$ cat src/rtl/hazard_ctrl_unit_if.sv
// Hazard controller bundle: ID/EX/MEM/WB hazard inputs and
// the stall, flush, forwarding and status outputs.
interface hazard_ctrl_unit_if #(
    parameter int REG_AW = 5,
    parameter int CNT_W  = 32
);
    logic [REG_AW-1:0] id_rs1;
    logic [REG_AW-1:0] id_rs2;
    logic              id_rs1_used;
    logic              id_rs2_used;
    logic [REG_AW-1:0] ex_rd;
    logic              ex_regwrite;
    logic              ex_memread;
    logic [REG_AW-1:0] mem_rd;
    logic              mem_regwrite;
    logic              mem_memacc;
    logic [REG_AW-1:0] wb_rd;
    logic              wb_regwrite;
    logic              dmem_ready;
    logic              mc_start;
    logic              mc_done;
    logic              ex_br_taken;
    logic              id_jump;
    logic [1:0]        fwd_a;
    logic [1:0]        fwd_b;
    logic              pc_stall;
    logic              if_id_stall;
    logic              if_id_flush;
    logic              id_ex_bubble;
    logic              ex_mem_stall;
    logic              err_timeout;
    logic [CNT_W-1:0]  perf_stall_cnt;
    logic [CNT_W-1:0]  perf_flush_cnt;

    modport master (
        output id_rs1, id_rs2, id_rs1_used, id_rs2_used,
        output ex_rd, ex_regwrite, ex_memread,
        output mem_rd, mem_regwrite, mem_memacc,
        output wb_rd, wb_regwrite,
        output dmem_ready, mc_start, mc_done,
        output ex_br_taken, id_jump,
        input  fwd_a, fwd_b, pc_stall, if_id_stall,
        input  if_id_flush, id_ex_bubble, ex_mem_stall,
        input  err_timeout, perf_stall_cnt, perf_flush_cnt
    );

    modport slave (
        input  id_rs1, id_rs2, id_rs1_used, id_rs2_used,
        input  ex_rd, ex_regwrite, ex_memread,
        input  mem_rd, mem_regwrite, mem_memacc,
        input  wb_rd, wb_regwrite,
        input  dmem_ready, mc_start, mc_done,
        input  ex_br_taken, id_jump,
        output fwd_a, fwd_b, pc_stall, if_id_stall,
        output if_id_flush, id_ex_bubble, ex_mem_stall,
        output err_timeout, perf_stall_cnt, perf_flush_cnt
    );
endinterface

$ cat src/rtl/hazard_ctrl_unit.sv
// Central hazard controller: 3-source forwarding, load-use
// interlock, multi-cycle wait FSM, flush sequencing, watchdog.
module hazard_ctrl_unit #(
    parameter int REG_AW      = 5,
    parameter int CNT_W       = 32,
    parameter int TIMEOUT     = 255,
    parameter int BR_FLUSH_EX = 1
) (
    input logic               clk,
    input logic               rst_n,
    hazard_ctrl_unit_if.slave hz_if
);
    localparam int WD_W = $clog2(TIMEOUT + 1);
    localparam logic [WD_W-1:0] WD_MAX  = WD_W'(TIMEOUT);
    localparam logic [WD_W-1:0] WD_LAST = WD_W'(TIMEOUT - 1);

    localparam logic [1:0] RUN      = 2'd0;
    localparam logic [1:0] MEM_WAIT = 2'd1;
    localparam logic [1:0] MC_WAIT  = 2'd2;

    logic [1:0]       state_q, state_d;
    logic             mc_pend_q, mc_pend_d;
    logic [WD_W-1:0]  wd_q, wd_d;
    logic             err_q, err_d;
    logic [CNT_W-1:0] stall_cnt_q, stall_cnt_d;
    logic [CNT_W-1:0] flush_cnt_q, flush_cnt_d;

    logic       run, mem_trig, mc_trig, mc_hold;
    logic       hold, free;
    logic       lu_a, lu_b, lu, br, lu_stall, jmp_flush;
    logic [1:0] fwd_a_raw, fwd_b_raw;
    logic       pc_stall_w, flush_w;

    function automatic logic [1:0] pick(
        input logic [REG_AW-1:0] rs,
        input logic              used,
        input logic [REG_AW-1:0] e_rd,
        input logic              e_we,
        input logic [REG_AW-1:0] m_rd,
        input logic              m_we,
        input logic [REG_AW-1:0] w_rd,
        input logic              w_we
    );
        logic [1:0] sel;
        sel = 2'b00;
        if (used && rs != '0) begin
            if (e_we && e_rd == rs)
                sel = 2'b01;
            else if (m_we && m_rd == rs)
                sel = 2'b10;
            else if (w_we && w_rd == rs)
                sel = 2'b11;
        end
        return sel;
    endfunction

    assign fwd_a_raw = pick(hz_if.id_rs1, hz_if.id_rs1_used,
        hz_if.ex_rd, hz_if.ex_regwrite,
        hz_if.mem_rd, hz_if.mem_regwrite,
        hz_if.wb_rd, hz_if.wb_regwrite);
    assign fwd_b_raw = pick(hz_if.id_rs2, hz_if.id_rs2_used,
        hz_if.ex_rd, hz_if.ex_regwrite,
        hz_if.mem_rd, hz_if.mem_regwrite,
        hz_if.wb_rd, hz_if.wb_regwrite);

    assign run      = (state_q == RUN);
    assign mem_trig = run & hz_if.mem_memacc & ~hz_if.dmem_ready;
    assign mc_trig  = run & hz_if.mc_start & ~hz_if.mc_done;
    // a queued mul/div keeps the pipe frozen past the memory release
    assign mc_hold  = mc_pend_q & ~hz_if.mc_done;

    always_comb begin
        hold = 1'b0;
        unique case (state_q)
            RUN:      hold = mem_trig | mc_trig;
            MEM_WAIT: hold = ~hz_if.dmem_ready | mc_hold;
            MC_WAIT:  hold = ~hz_if.mc_done;
            default:  hold = 1'b0;
        endcase
    end

    assign free = run & ~hold;

    assign lu_a = free & hz_if.ex_memread
                & (hz_if.ex_rd != '0) & hz_if.id_rs1_used
                & (hz_if.id_rs1 == hz_if.ex_rd);
    assign lu_b = free & hz_if.ex_memread
                & (hz_if.ex_rd != '0) & hz_if.id_rs2_used
                & (hz_if.id_rs2 == hz_if.ex_rd);
    assign lu   = lu_a | lu_b;

    // a taken branch kills the dependent instruction, so no interlock
    assign br        = free & hz_if.ex_br_taken;
    assign lu_stall  = lu & ~br;
    assign jmp_flush = free & hz_if.id_jump & ~lu;

    assign pc_stall_w = hold | lu_stall;
    assign flush_w    = br | jmp_flush;

    assign hz_if.fwd_a        = lu_a ? 2'b00 : fwd_a_raw;
    assign hz_if.fwd_b        = lu_b ? 2'b00 : fwd_b_raw;
    assign hz_if.pc_stall     = pc_stall_w;
    assign hz_if.if_id_stall  = pc_stall_w;
    assign hz_if.if_id_flush  = flush_w;
    assign hz_if.id_ex_bubble = lu_stall
                              | (br & (BR_FLUSH_EX != 0));
    assign hz_if.ex_mem_stall = hold;
    assign hz_if.err_timeout    = err_q;
    assign hz_if.perf_stall_cnt = stall_cnt_q;
    assign hz_if.perf_flush_cnt = flush_cnt_q;

    always_comb begin
        state_d   = state_q;
        mc_pend_d = 1'b0;
        unique case (state_q)
            RUN: begin
                if (mem_trig) begin
                    state_d   = MEM_WAIT;
                    mc_pend_d = mc_trig;
                end else if (mc_trig) begin
                    state_d = MC_WAIT;
                end
            end
            MEM_WAIT: begin
                mc_pend_d = mc_hold;
                if (hz_if.dmem_ready) begin
                    state_d   = mc_hold ? MC_WAIT : RUN;
                    mc_pend_d = 1'b0;
                end
            end
            MC_WAIT: begin
                if (hz_if.mc_done)
                    state_d = RUN;
            end
            default: state_d = RUN;
        endcase
    end

    always_comb begin
        wd_d  = '0;
        err_d = err_q;
        if (!run) begin
            wd_d  = (wd_q == WD_MAX) ? wd_q : wd_q + 1'b1;
            err_d = err_q | (wd_q >= WD_LAST);
        end
    end

    assign stall_cnt_d = stall_cnt_q + CNT_W'(pc_stall_w);
    assign flush_cnt_d = flush_cnt_q + CNT_W'(flush_w);

    always_ff @(posedge clk) begin
        if (!rst_n) begin
            state_q     <= RUN;
            mc_pend_q   <= 1'b0;
            wd_q        <= '0;
            err_q       <= 1'b0;
            stall_cnt_q <= '0;
            flush_cnt_q <= '0;
        end else begin
            state_q     <= state_d;
            mc_pend_q   <= mc_pend_d;
            wd_q        <= wd_d;
            err_q       <= err_d;
            stall_cnt_q <= stall_cnt_d;
            flush_cnt_q <= flush_cnt_d;
        end
    end
endmodule

$ cat src/flat_wrapper.sv
// flat-port wrapper written by rule: the top's interface ports become plain ports
module hazard_ctrl_unit_flat 
#(
    parameter int REG_AW      = 5,
    parameter int CNT_W       = 32,
    parameter int TIMEOUT     = 255,
    parameter int BR_FLUSH_EX = 1
)
  (clk, rst_n, hz_if_id_rs1, hz_if_id_rs2, hz_if_id_rs1_used, hz_if_id_rs2_used, hz_if_ex_rd, hz_if_ex_regwrite, hz_if_ex_memread, hz_if_mem_rd, hz_if_mem_regwrite, hz_if_mem_memacc, hz_if_wb_rd, hz_if_wb_regwrite, hz_if_dmem_ready, hz_if_mc_start, hz_if_mc_done, hz_if_ex_br_taken, hz_if_id_jump, hz_if_fwd_a, hz_if_fwd_b, hz_if_pc_stall, hz_if_if_id_stall, hz_if_if_id_flush, hz_if_id_ex_bubble, hz_if_ex_mem_stall, hz_if_err_timeout, hz_if_perf_stall_cnt, hz_if_perf_flush_cnt);
  hazard_ctrl_unit_if #(.REG_AW(REG_AW), .CNT_W(CNT_W)) hz_if_i ();
  input logic clk;
  input logic rst_n;
  input wire logic [$bits(hz_if_i.id_rs1)-1:0] hz_if_id_rs1;
  input wire logic [$bits(hz_if_i.id_rs2)-1:0] hz_if_id_rs2;
  input wire logic [$bits(hz_if_i.id_rs1_used)-1:0] hz_if_id_rs1_used;
  input wire logic [$bits(hz_if_i.id_rs2_used)-1:0] hz_if_id_rs2_used;
  input wire logic [$bits(hz_if_i.ex_rd)-1:0] hz_if_ex_rd;
  input wire logic [$bits(hz_if_i.ex_regwrite)-1:0] hz_if_ex_regwrite;
  input wire logic [$bits(hz_if_i.ex_memread)-1:0] hz_if_ex_memread;
  input wire logic [$bits(hz_if_i.mem_rd)-1:0] hz_if_mem_rd;
  input wire logic [$bits(hz_if_i.mem_regwrite)-1:0] hz_if_mem_regwrite;
  input wire logic [$bits(hz_if_i.mem_memacc)-1:0] hz_if_mem_memacc;
  input wire logic [$bits(hz_if_i.wb_rd)-1:0] hz_if_wb_rd;
  input wire logic [$bits(hz_if_i.wb_regwrite)-1:0] hz_if_wb_regwrite;
  input wire logic [$bits(hz_if_i.dmem_ready)-1:0] hz_if_dmem_ready;
  input wire logic [$bits(hz_if_i.mc_start)-1:0] hz_if_mc_start;
  input wire logic [$bits(hz_if_i.mc_done)-1:0] hz_if_mc_done;
  input wire logic [$bits(hz_if_i.ex_br_taken)-1:0] hz_if_ex_br_taken;
  input wire logic [$bits(hz_if_i.id_jump)-1:0] hz_if_id_jump;
  output wire logic [$bits(hz_if_i.fwd_a)-1:0] hz_if_fwd_a;
  output wire logic [$bits(hz_if_i.fwd_b)-1:0] hz_if_fwd_b;
  output wire logic [$bits(hz_if_i.pc_stall)-1:0] hz_if_pc_stall;
  output wire logic [$bits(hz_if_i.if_id_stall)-1:0] hz_if_if_id_stall;
  output wire logic [$bits(hz_if_i.if_id_flush)-1:0] hz_if_if_id_flush;
  output wire logic [$bits(hz_if_i.id_ex_bubble)-1:0] hz_if_id_ex_bubble;
  output wire logic [$bits(hz_if_i.ex_mem_stall)-1:0] hz_if_ex_mem_stall;
  output wire logic [$bits(hz_if_i.err_timeout)-1:0] hz_if_err_timeout;
  output wire logic [$bits(hz_if_i.perf_stall_cnt)-1:0] hz_if_perf_stall_cnt;
  output wire logic [$bits(hz_if_i.perf_flush_cnt)-1:0] hz_if_perf_flush_cnt;
  assign hz_if_i.id_rs1 = hz_if_id_rs1;
  assign hz_if_i.id_rs2 = hz_if_id_rs2;
  assign hz_if_i.id_rs1_used = hz_if_id_rs1_used;
  assign hz_if_i.id_rs2_used = hz_if_id_rs2_used;
  assign hz_if_i.ex_rd = hz_if_ex_rd;
  assign hz_if_i.ex_regwrite = hz_if_ex_regwrite;
  assign hz_if_i.ex_memread = hz_if_ex_memread;
  assign hz_if_i.mem_rd = hz_if_mem_rd;
  assign hz_if_i.mem_regwrite = hz_if_mem_regwrite;
  assign hz_if_i.mem_memacc = hz_if_mem_memacc;
  assign hz_if_i.wb_rd = hz_if_wb_rd;
  assign hz_if_i.wb_regwrite = hz_if_wb_regwrite;
  assign hz_if_i.dmem_ready = hz_if_dmem_ready;
  assign hz_if_i.mc_start = hz_if_mc_start;
  assign hz_if_i.mc_done = hz_if_mc_done;
  assign hz_if_i.ex_br_taken = hz_if_ex_br_taken;
  assign hz_if_i.id_jump = hz_if_id_jump;
  assign hz_if_fwd_a = hz_if_i.fwd_a;
  assign hz_if_fwd_b = hz_if_i.fwd_b;
  assign hz_if_pc_stall = hz_if_i.pc_stall;
  assign hz_if_if_id_stall = hz_if_i.if_id_stall;
  assign hz_if_if_id_flush = hz_if_i.if_id_flush;
  assign hz_if_id_ex_bubble = hz_if_i.id_ex_bubble;
  assign hz_if_ex_mem_stall = hz_if_i.ex_mem_stall;
  assign hz_if_err_timeout = hz_if_i.err_timeout;
  assign hz_if_perf_stall_cnt = hz_if_i.perf_stall_cnt;
  assign hz_if_perf_flush_cnt = hz_if_i.perf_flush_cnt;
  hazard_ctrl_unit #(.REG_AW(REG_AW), .CNT_W(CNT_W), .TIMEOUT(TIMEOUT), .BR_FLUSH_EX(BR_FLUSH_EX)) u_core (.clk(clk), .rst_n(rst_n), .hz_if(hz_if_i));
endmodule
$ cat config.mk
export PLATFORM = sky130hd
export DESIGN_NAME = hazard_ctrl_unit_flat
export DESIGN_NICKNAME = d
export VERILOG_FILES = /design/src/rtl/hazard_ctrl_unit_if.sv /design/src/rtl/hazard_ctrl_unit.sv /design/src/flat_wrapper.sv
export SDC_FILE = /design/constraint.sdc
export NUM_CORES = 1
export LEC_CHECK = 0
export ABC_AREA = 1
export CORE_MARGIN = 2
export CORE_UTILIZATION = 45
export DETAILED_ROUTE_END_ITERATION = 10
export HOLD_SLACK_MARGIN = 0.1
export PLACE_DENSITY = 0.77
export SKIP_CTS_REPAIR_TIMING = 1
export SLEW_MARGIN = 20
export SYNTH_ARGS = -nofsm -noshare
export SYNTH_HDL_FRONTEND = slang
export SYNTH_SLANG_ARGS = --single-unit
$ cat constraint.sdc
create_clock -name clk -period 2.3 [get_ports clk]
set_input_delay 0.345 -clock clk [delete_from_list [all_inputs] [get_ports clk]]
set_output_delay 0.345 -clock clk [all_outputs]
set_load 0.01 [all_outputs]
==> impl_metrics.ini <==
[die]
die_x_um = 105
rows = 36
start_util_pct = 46.8
pin_count = 113
die_y_um = 105
die_area_mm2 = 0.0111
core_region_area_mm2 = 0.00986

[final_layout]
seq_area_mm2 = 0.00152
instances_no_fill = 1054
antenna_cells = 0
final_common_cell = nand2_1
layout_common_cells = nand2_1 (192), nor2_1 (119), inv_1 (98), clkdlybuf4s50_1 (84), dfxtp_1 (74)
fill_cells = 815
multiInputGateArea_mm2 = 0.00285
nNetsFinal = 961
syn_to_final_growth_pct = 46.0
layout-drive-gt1-share_pct = 15.1

[setup_path]
reg2reg_depth = 19
timing.rr.start = u_core.state_q[1]
reg2reg_slack_ns = 0.001
cp-end-kind = flip-flop
path_cells = nor2_4, nand2_4, nor2_4, nand3_2, nor2_1, nand2_2, nand3b_1, nand2_2, ha_4, ha_4, nand2_1, inv_2, nand3_4, nor2_4, buf_4, buf_4, nand2_1, nand2_1, nor2_1
worstSetupPathType = flip-flop to flip-flop
arrival_ns = 2.58
cp_slowest_cell = dfxtp_2
cp-start-kind = flip-flop
crit_path_max_fanout = 5
crit_required_ns = 2.58
rr_endpoint = u_core.hz_if.perf_flush_cnt[10]
worst_path_largest_cell_delay_ns = 0.35

[synth]
syn_area_per_cell_um2 = 6.22
syn_inst = 743
ys_seq_area_share_pct = 32.9
synth_top_area_share_pct = 32.9
syn-num-nets = 788
synth_largest_area_cell = dfxtp_1
ys_seq_elements = 76
ys_warn_count = 0
ys_types = 33
synth.area.top_cells = dfxtp_1 (33%), nand2_1 (16%), nor2_1 (10%), inv_1 (8.3%), a21oi_1 (5.6%)
synth_area_mm2 = 0.00462

[global_route]
overflow = 0
grt_use_total_pct = 24.2
grt_pass1_wl_um = 22200
grt_pass1_vias = 5011
antenna_found_initial = 0
grt_max_degree = 43

[detailed_routing]
routed_wl_um = 13700
drt_iter0_markers = 278
first_pass_iters = 5
wl_per_cell_um = 13.0
ant_nets = 0
wl_met2_um = 6780
dr_total_vias = 5289
drt-vias-per-instance = 5.02
met3_length_um = 920
wl_met1_um = 5820
top_layer = met4
drc = 0

[hold_path]
whs_endpoint = u_core.hz_if.perf_stall_cnt[31]
worst_hold_startpoint = u_core.hz_if.perf_stall_cnt[31]
hp-class = flip-flop to flip-flop
holdPathStages = 2

[power_and_ir_drop]
cellPowerDensity_mw_per_mm2 = 425
p_leak_nw = 2.81
vdd_ir_drop_max_v = 0.000454

[job]
maxCapViolCount = 0

[timing]
skew_ns = 0.0102
setup_viol = 0
final-max-slew-violation-count = 0
clock.fmax_mhz = 435
fin_ws_ns = 0.00100
final.setup.tns_ns = 0
fin_crit_sh_pct = 100
period_minus_slack_ns = 2.30
hold_viol = 0
worstMarginPinSlew_ns = 0.468
max_slew_margin_pct = 68.8
rsz0062_at_grt = true

[clock_tree]
clkTransAtPathRegs_ns = 0.09
clock_path_buffers = 2
htreeDepth = 3
cts.sinks = 76
clock_latency_ns = 0.35
root_buffer = clkbuf_8
cts_tree = done
numCtsBuffers = 9

[placement]
portBuffers = 112
place_ws_ns = -0.546
gp_congestion = 0.958
dp_hpwl_um = 10500
numPlacedInstances = 1030

[run_status]
outcome = finished, final reports clean
cell usage after synthesis (all sizes together):
cell type	count
clkinv	1
o21a	3
nand3b	14
nand2	206
xnor2	15
a22oi	1
o2111ai	1
o31ai	1
nand3	35
a21oi	52
buf	2
nor2	144
o211ai	1
a31oi	1
dfxtp	76
or2	1
clkbuf	6
o211a	1
ha	6
o21ai	30
nand4	12
xor2	9
inv	105
nor3	20
worst max-delay path: cells and delay by family (launching register included):
family / cells / cell delay, ns
and+or+nand+nor: 14 / 1.25
buffers and inverters: 3 / 0.30
adders and majority gates: 2 / 0.32
DFF: 1 / 0.35
layout make-up:
cell class                      count  share of cell area (%)
Tap cell                          133                    2.47
Inverter                          106                    5.90
Multi-Input combinational cell    553                    42.3
Sequential cell                    76                    22.6
Clock inverter                      7                    1.22
Timing Repair Buffer              170                    23.7
Clock buffer                        9                    1.84
metrics by stage:
step                area (µm²)  utilization [%]  power [mW]  hold slack, ns
floorplan                 4670                -        1.57           0.470
global placement          6300             63.8        1.80           0.454
detailed placement        6300             63.8        1.80           0.459
CTS                       6500             65.9        2.86           0.480
global route              6740             68.4        3.01           0.462
finish                    6740             68.4        2.86           0.476
sequential cells by signal, summed over array words and instances (netlist names):
| signal | cells |
|---|---|
| u_core.hz_if.err_timeout | 1 |
| u_core.state_q | 2 |
| u_core.hz_if.perf_stall_cnt | 32 |
| u_core.hz_if.perf_flush_cnt | 32 |
| u_core.mc_pend_q | 1 |
| u_core.wd_q | 8 |
report_power, final:
| part | internal, mW | switching, mW |
|---|---|---|
| registers | 1.33 | 0.0215 |
| clock network | 0.518 | 0.549 |
| logic | 0.228 | 0.214 |
worst max-delay path by stage:
| stage | endpoint | slack, ns | cells past startpoint | startpoint |
|---|---|---|---|---|
| floorplan | u_core.hz_if.perf_stall_cnt[18] | 0.01 | 20 | hz_if_dmem_ready |
| global placement | u_core.hz_if.perf_stall_cnt[18] | -0.47 | 20 | hz_if_id_rs1[0] |
| detailed placement | u_core.hz_if.perf_stall_cnt[18] | -0.55 | 21 | hz_if_dmem_ready |
| CTS | hz_if_if_id_stall | -0.43 | 10 | hz_if_dmem_ready |
| global route | u_core.hz_if.perf_stall_cnt[18] | -0.14 | 19 | u_core.state_q[1] |
| finish | u_core.hz_if.perf_flush_cnt[10] | 0.001 | 19 | u_core.state_q[1] |
cells by family (layout without fill, tap and decap cells):
kind of cell | after synthesis | count (layout) | synth area share, %
fa+ha+maj | 6 | 6 | 1.62
flops | 76 | 76 | 32.9
compound gates | 91 | 91 | 10.4
buf+inv | 114 | 292 | 9.37
simple gates | 432 | 432 | 41.1
xor+xnor | 24 | 24 | 4.55
metal layers:
| layer | track usage, % | vias to the layer above |
|---|---|---|
| met5 | 0 | - |
| li1 | - | 2692 |
| met2 | 41.8 | 193 |
| met4 | 6.67 | 0 |
| met1 | 29.8 | 2391 |
| met3 | 6.12 | 13 |
(Power assumes the default switching activity.)
